File: src/rtl/atari_cart_pkg.sv
// Shared constants for the cartridge bank mapper.
// Bank/window widths, default hotspot base and RAM port decode.
package atari_cart_pkg;

  localparam int BANK_W     = 3;
  localparam int CART_WIN_W = 12;

  localparam logic [11:0] HOT_BASE_DFLT = 12'hFF4;

  localparam int RAM_AW    = 7;
  localparam int RAM_DEPTH = 128;

  localparam logic [3:0] RAM_REGION  = 4'h0;
  localparam logic [4:0] RAM_WR_PAGE = 5'b00000;
  localparam logic [4:0] RAM_RD_PAGE = 5'b00001;

  typedef enum logic {
    ARMED = 1'b0,
    HELD  = 1'b1
  } arm_e;

endpackage

File: src/rtl/cart_ram.sv
// 128x8 cartridge RAM: synchronous write, asynchronous read.
// Contents are intentionally not reset.
module cart_ram
  import atari_cart_pkg::*;
(
  input  logic              clk_i,
  input  logic              we_i,
  input  logic [RAM_AW-1:0] addr_i,
  input  logic [7:0]        wdata_i,
  output logic [7:0]        rdata_o
);

  logic [7:0] mem_q [RAM_DEPTH];

  always_ff @(posedge clk_i) begin
    if (we_i) begin
      mem_q[addr_i] <= wdata_i;
    end
  end

  assign rdata_o = mem_q[addr_i];

endmodule

File: src/rtl/cart_mapper.sv
// Hotspot bank-switching cartridge mapper with optional RAM.
// A hit loads the bank once per distinct access (edge-armed).
module cart_mapper
  import atari_cart_pkg::*;
#(
  parameter int          NUM_BANKS  = 8,
  parameter logic [11:0] HOT_BASE   = HOT_BASE_DFLT,
  parameter int          RESET_BANK = NUM_BANKS - 1,
  parameter int          RAM_EN     = 0
) (
  input  logic        MCLK,
  input  logic        RES_N,
  input  logic        EN,
  input  logic [12:0] A,
  input  logic        R_W,
  input  logic [7:0]  D_IN,
  input  logic [7:0]  ROM_D,
  output logic        ROM_CS,
  output logic [14:0] ROM_ADDR,
  output logic [7:0]  D_OUT,
  output logic [2:0]  BANK
);

  localparam logic [12:0] HOT_END =
    {1'b0, HOT_BASE} + 13'(NUM_BANKS);
  localparam logic [BANK_W-1:0] RST_BANK =
    BANK_W'(RESET_BANK);

  logic [BANK_W-1:0]     bank_q, bank_d;
  logic [CART_WIN_W-1:0] held_q, held_d;
  arm_e                  state_q, state_d;

  logic [CART_WIN_W-1:0] off;
  logic                  hit;
  logic                  fire;
  logic                  ram_region;
  logic                  wr_port;
  logic                  rd_port;
  logic [7:0]            ram_rd;
  logic                  unused_off;

  assign off = A[11:0] - HOT_BASE;
  assign unused_off = ^off[CART_WIN_W-1:BANK_W];

  assign hit = (NUM_BANKS > 1) && A[12]
    && ({1'b0, A[11:0]} >= {1'b0, HOT_BASE})
    && ({1'b0, A[11:0]} < HOT_END);

  // HELD only re-fires when the hit address differs
  // from the one that caused the last load.
  always_comb begin
    state_d = state_q;
    held_d  = held_q;
    bank_d  = bank_q;
    fire    = 1'b0;
    unique case (state_q)
      ARMED: fire = EN & hit;
      HELD:  fire = EN & hit & (A[11:0] != held_q);
    endcase
    if (EN && !hit) begin
      state_d = ARMED;
    end
    if (fire) begin
      state_d = HELD;
      held_d  = A[11:0];
      bank_d  = off[BANK_W-1:0];
    end
  end

  always_ff @(posedge MCLK or negedge RES_N) begin
    if (!RES_N) begin
      state_q <= ARMED;
      held_q  <= '0;
      bank_q  <= RST_BANK;
    end else begin
      state_q <= state_d;
      held_q  <= held_d;
      bank_q  <= bank_d;
    end
  end

  assign BANK     = bank_q;
  assign ROM_ADDR = {bank_q, A[11:0]};

  generate
    if (RAM_EN != 0) begin : g_ram
      logic ram_we;
      assign ram_region = (A[11:8] == RAM_REGION);
      assign wr_port = A[12] & (A[11:7] == RAM_WR_PAGE);
      assign rd_port = A[12] & (A[11:7] == RAM_RD_PAGE);
      assign ram_we  = EN & ~R_W & wr_port;
      cart_ram u_ram (
        .clk_i   (MCLK),
        .we_i    (ram_we),
        .addr_i  (A[6:0]),
        .wdata_i (D_IN),
        .rdata_o (ram_rd)
      );
    end else begin : g_no_ram
      logic unused_ram;
      assign ram_region = 1'b0;
      assign wr_port    = 1'b0;
      assign rd_port    = 1'b0;
      assign ram_rd     = 8'hFF;
      assign unused_ram = ^{R_W, D_IN};
    end
  endgenerate

  assign ROM_CS = A[12] & ~ram_region;

  always_comb begin
    D_OUT = ROM_D;
    if (rd_port) begin
      D_OUT = ram_rd;
    end else if (wr_port && R_W) begin
      D_OUT = 8'hFF;
    end
  end

endmodule

File: config.mk
export PLATFORM = sky130hd
export DESIGN_NAME = cart_mapper
export DESIGN_NICKNAME = d
export VERILOG_FILES = /design/src/rtl/atari_cart_pkg.sv /design/src/rtl/cart_ram.sv /design/src/rtl/cart_mapper.sv
export SDC_FILE = /design/constraint.sdc
export NUM_CORES = 1
export LEC_CHECK = 0
export BUFFER_PORTS_ARGS = -buffer_cell sky130_fd_sc_hd__clkbuf_2
export CAP_MARGIN = 15
export CORE_ASPECT_RATIO = 0.75
export CORE_UTILIZATION = 44
export CTS_CLUSTER_SIZE = 30
export DETAILED_ROUTE_END_ITERATION = 10
export PLACE_DENSITY = 0.83
export SETUP_SLACK_MARGIN = 0.15
export SLEW_MARGIN = 30
export SYNTH_ARGS = -nofsm -noshare
export SYNTH_HDL_FRONTEND = slang
export SYNTH_HIERARCHICAL = 1
export SYNTH_SLANG_ARGS = --single-unit
export TNS_END_PERCENT = 100
File: constraint.sdc
create_clock -name MCLK -period 6 [get_ports MCLK]
set_input_delay 0.9 -clock MCLK [delete_from_list [all_inputs] [get_ports MCLK]]
set_output_delay 0.9 -clock MCLK [all_outputs]
set_load 0.1 [all_outputs]
==> run summary <==
STATUS
------------------------------------------------------------------------------------------------------
Outcome                                                                                   complete, no violations

ROUTE
------------------------------------------------------------------------------------------------------
Met2 WL                                                                                         651 µm
Wire length the detailed router placed on met1                                                  678 µm
Routed wirelength normalized by instance count                                                12.55 µm
Via count                                                                                          556
Via density                                                                                      4.835
Topmost layer with routed signal wires                                                            met3
Total DRC errors in the routed layout                                                                0
Iter 0 DRT Violations                                                                                4
Post-Route WL                                                                                 1.443 mm
Wire length on met3                                                                             113 µm
Count of antenna-violating nets left after detailed routing                                          0
DRT Pass-1 Iters                                                                                     2

CLOCK NETWORK
------------------------------------------------------------------------------------------------------
Clock H-tree levels                                                                                  1
Cts repair resizes                                                                                   0
Post-cts hold buffer count                                                                           0
Clock transition at the register clock pins on the worst setup and hold paths after CTS          90 ps
Number of CTS-inserted buffers                                                                       3
Clock sink total                                                                                    16
TritonCTS clock tree                                                                              done
Max clock buf depth                                                                                  2
Source-to-sink clock delay at the later pin of the worst-skew pair                              280 ps
Buffers inserted by post-CTS timing repair                                                           0
Clock root buffer                                                                             clkbuf_4

SYNTHESIS
------------------------------------------------------------------------------------------------------
Avg Inst Size Synth                                                                          11.59 µm²
Mapped Nets                                                                                        113
Register bit count reported by yosys                                                                16
Number of enable flip-flop cells after synthesis                                                     0
Distinct cell type count after synthesis                                                            17
Main flop type after synthesis                                                                 dfrtp_1
Gate count of the mapped netlist                                                                    80
Number of warning messages in the yosys log                                                          6
Cell taking the most area after synthesis                                                      dfrtp_1
Cell with the most instances after synthesis                                                     buf_4
Compound-cell area share of the yosys netlist                                                  0.03779
Cells taking the most area after synthesis                                                dfrtp_1, buf_4, dfstp_2, xnor2_1, mux2_2
Share of the yosys chip area belonging to registers                                             0.4359
Area share of the largest cell type after synthesis                                             0.3509
XOR/XNOR share of the synthesized area                                                          0.1228
Area share of and/or/nand/nor cells after synthesis                                             0.1053
Post-synthesis share of cell area spent on full adders, half adders and majority gates               0
FFs w/ async S/R, synth                                                                          1.000
Portion of netlist area occupied by mux cells                                                  0.08367
Largest family of logic cells by synthesized area                                         buffers and inverters
Area of the mapped netlist                                                                   927.1 µm²
Commonest cells post-synth                                                                buf_4, dfrtp_1, nand2b_1

WORST SETUP PATH
------------------------------------------------------------------------------------------------------
Data arrival, critical path                                                                    2910 ps
Critical Path Source Type                                                                 primary input
Critical path endpoint category                                                              flip-flop
Worst Setup Path Type                                                                        in -> reg
Cell with the biggest individual delay on the critical path                                    o41ai_4
Critical path fanouts, max                                                                          14
Required time worst endpoint                                                                   6180 ps
Chain of cells forming the critical path                                                  clkbuf_2 > xor2_1 > nor4_1 > nand4_1 > o41ai_4 > mux2_2
Maximum single-stage delay on the critical path                                                 870 ps

FINAL LAYOUT
------------------------------------------------------------------------------------------------------
Layout Area Growth over Synthesis                                                               4.588%
Final layout net count                                                                             127
Diode count                                                                                          0
Share of post-route cells with drive strength above 1                                           0.5161
Number of fill cells                                                                               189

GRT
------------------------------------------------------------------------------------------------------
Number of global-route vias before repair                                                          531
Maximum number of pins on one net before global-route repair                                        17
Wire length of the first global-routing pass                                                  2.373 mm
GRT Resource Usage Total                                                                        0.1477
Antenna violations before repair                                                                     0
Total congestion overflow                                                                            0

JOB
------------------------------------------------------------------------------------------------------
Max-Cap Viols                                                                                        0

TIMING
------------------------------------------------------------------------------------------------------
Tightest slew margin relative to the limit                                                      0.4164
Setup clock skew after layout                                                                 1.381 ps
Portion of the clock cycle consumed by the worst path in the final layout                       0.4561
FMAX                                                                                         365.4 MHz
Setup_tns                                                                                         0 ps
Fin crit period                                                                                2737 ps
Worst Max-Slew Pin Slew                                                                       872.4 ps
Pins Over Slew Limit                                                                                 0
Setup repair after global routing missed its margin                                              false
Final count of negative-setup-slack endpoints                                                        0
Final Hold Vio Count                                                                                 0

FLOORPLAN
------------------------------------------------------------------------------------------------------
Standard cell core area                                                                       1854 µm²
Die Outline Area                                                                              2297 µm²
Boundary pin count                                                                                  60
Die Y-Extent                                                                                  41.76 µm
Die X                                                                                         55.01 µm
Number of core rows                                                                                 13
Effective utilization at floorplan                                                              0.5000

POWER
------------------------------------------------------------------------------------------------------
Portion of total power attributed to sequential cells                                            0.457
Switching share of power                                                                        0.3499
Clk network pwr share                                                                            0.286
Leakage dissipation                                                                          0.5408 nW
Maximum resistive drop on vdd                                                                0.1903 mV
Sum of internal, switching and leakage power                                                  245.1 µW
Power share of the combinational group                                                           0.257
Power density over the cells                                                              252.8 nW/µm²
Net Sw Power                                                                                  85.76 µW
Cell Int Power                                                                                159.3 µW

WORST HOLD PATH
------------------------------------------------------------------------------------------------------
Class of the tightest hold or removal check                                                 reg -> reg

PLACEMENT
------------------------------------------------------------------------------------------------------
Port Buffer Count                                                                                   34
Gpl congestion                                                                                  0.7619

-- power groups by stage --
| stage | logic, mW | registers [mW] | clock network (mW) |
|---|---|---|---|
| 3_3_place_gp | 0.0630 | 0.114 | 0 |
| 3_5_place_dp | 0.0634 | 0.114 | 0 |
| 2_1_floorplan | 0.0772 | 0.116 | 0 |
| 6_report | 0.0631 | 0.112 | 0.0701 |
| 5_1_grt | 0.0665 | 0.112 | 0.0785 |
| 4_1_cts | 0.0636 | 0.112 | 0.0732 |
-- cell type report --
type | instances | area (µm²) | share of cell area
clock buffer | 4 | 36.28 | 0.03742
inverter | 2 | 7.507 | 0.007742
timing repair buffer | 34 | 170.2 | 0.1755
sequential | 16 | 404.1 | 0.4168
tap | 22 | 27.53 | 0.02839
multi-input combinational | 37 | 324.1 | 0.3342
-- cell usage in the layout, fill, tap and decap left out, types with 2 or more instances in the layout --
master	count
clkbuf_4	3
xnor2_1	7
dfrtp_1	13
clkbuf_2	34
mux2_2	5
dfstp_2	3
xor2_1	6
nand2b_1	8
nand4_1	4
inv_1	2
-- kinds of logic after synthesis --
group / after synthesis
mux: 7
xor+xnor: 13
compound gates: 2
buf+inv: 27
flops: 16
simple gates: 15
-- metrics by stage --
step / instances / instance area (µm²) / util / setup WS (ps) / hold slack (ps)
finish: 115 / 969.7 / 0.5229 / 3263 / 494.4
global route: 115 / 969.7 / 0.5229 / 3096 / 526.5
CTS: 115 / 969.7 / 0.5229 / 3248 / 499.6
detailed placement: 111 / 933.4 / 0.5034 / 2934 / 473.6
global placement: 111 / 933.4 / 0.5034 / 2929 / 462.6
floorplan: 80 / 927.1 / - / 3428 / 453.3
-- critical path: cells and delay by family --
family | cells | cell delay [ps]
AND/OR/NAND/NOR | 2 | 450
multiplexers | 1 | 410
buffers and inverters | 1 | 110
AO/OA/AOI/OAI | 1 | 870
XOR/XNOR | 1 | 180
-- layer usage --
metal  track usage  vias to the layer above
li1              -                      266
met1        0.2014                      264
met2        0.2096                       26
met3       0.07326                        0
met4       0.03000                        0
met5             0                        -
-- final timing paths --
kind / startpoint / to / slack [ps] / cells past startpoint
min in group asynchronous: RES_N / held_q[4] / 520 / 1
max reg2reg: held_q[0] / held_q[0] / 3610 / 5
max: A[0] / held_q[0] / 3260 / 6
min: held_q[10] / held_q[10] / 490 / 1
min reg2reg: held_q[10] / held_q[10] / 490 / 1
max in group asynchronous: RES_N / BANK[1] / 5160 / 1
-- sequential cells by signal, indices dropped and copies added (netlist names) --
| signal | cells |
|---|---|
| held_q | 12 |
| BANK | 3 |
| state_q | 1 |
Note: power is estimated with default switching activity, not from simulation.
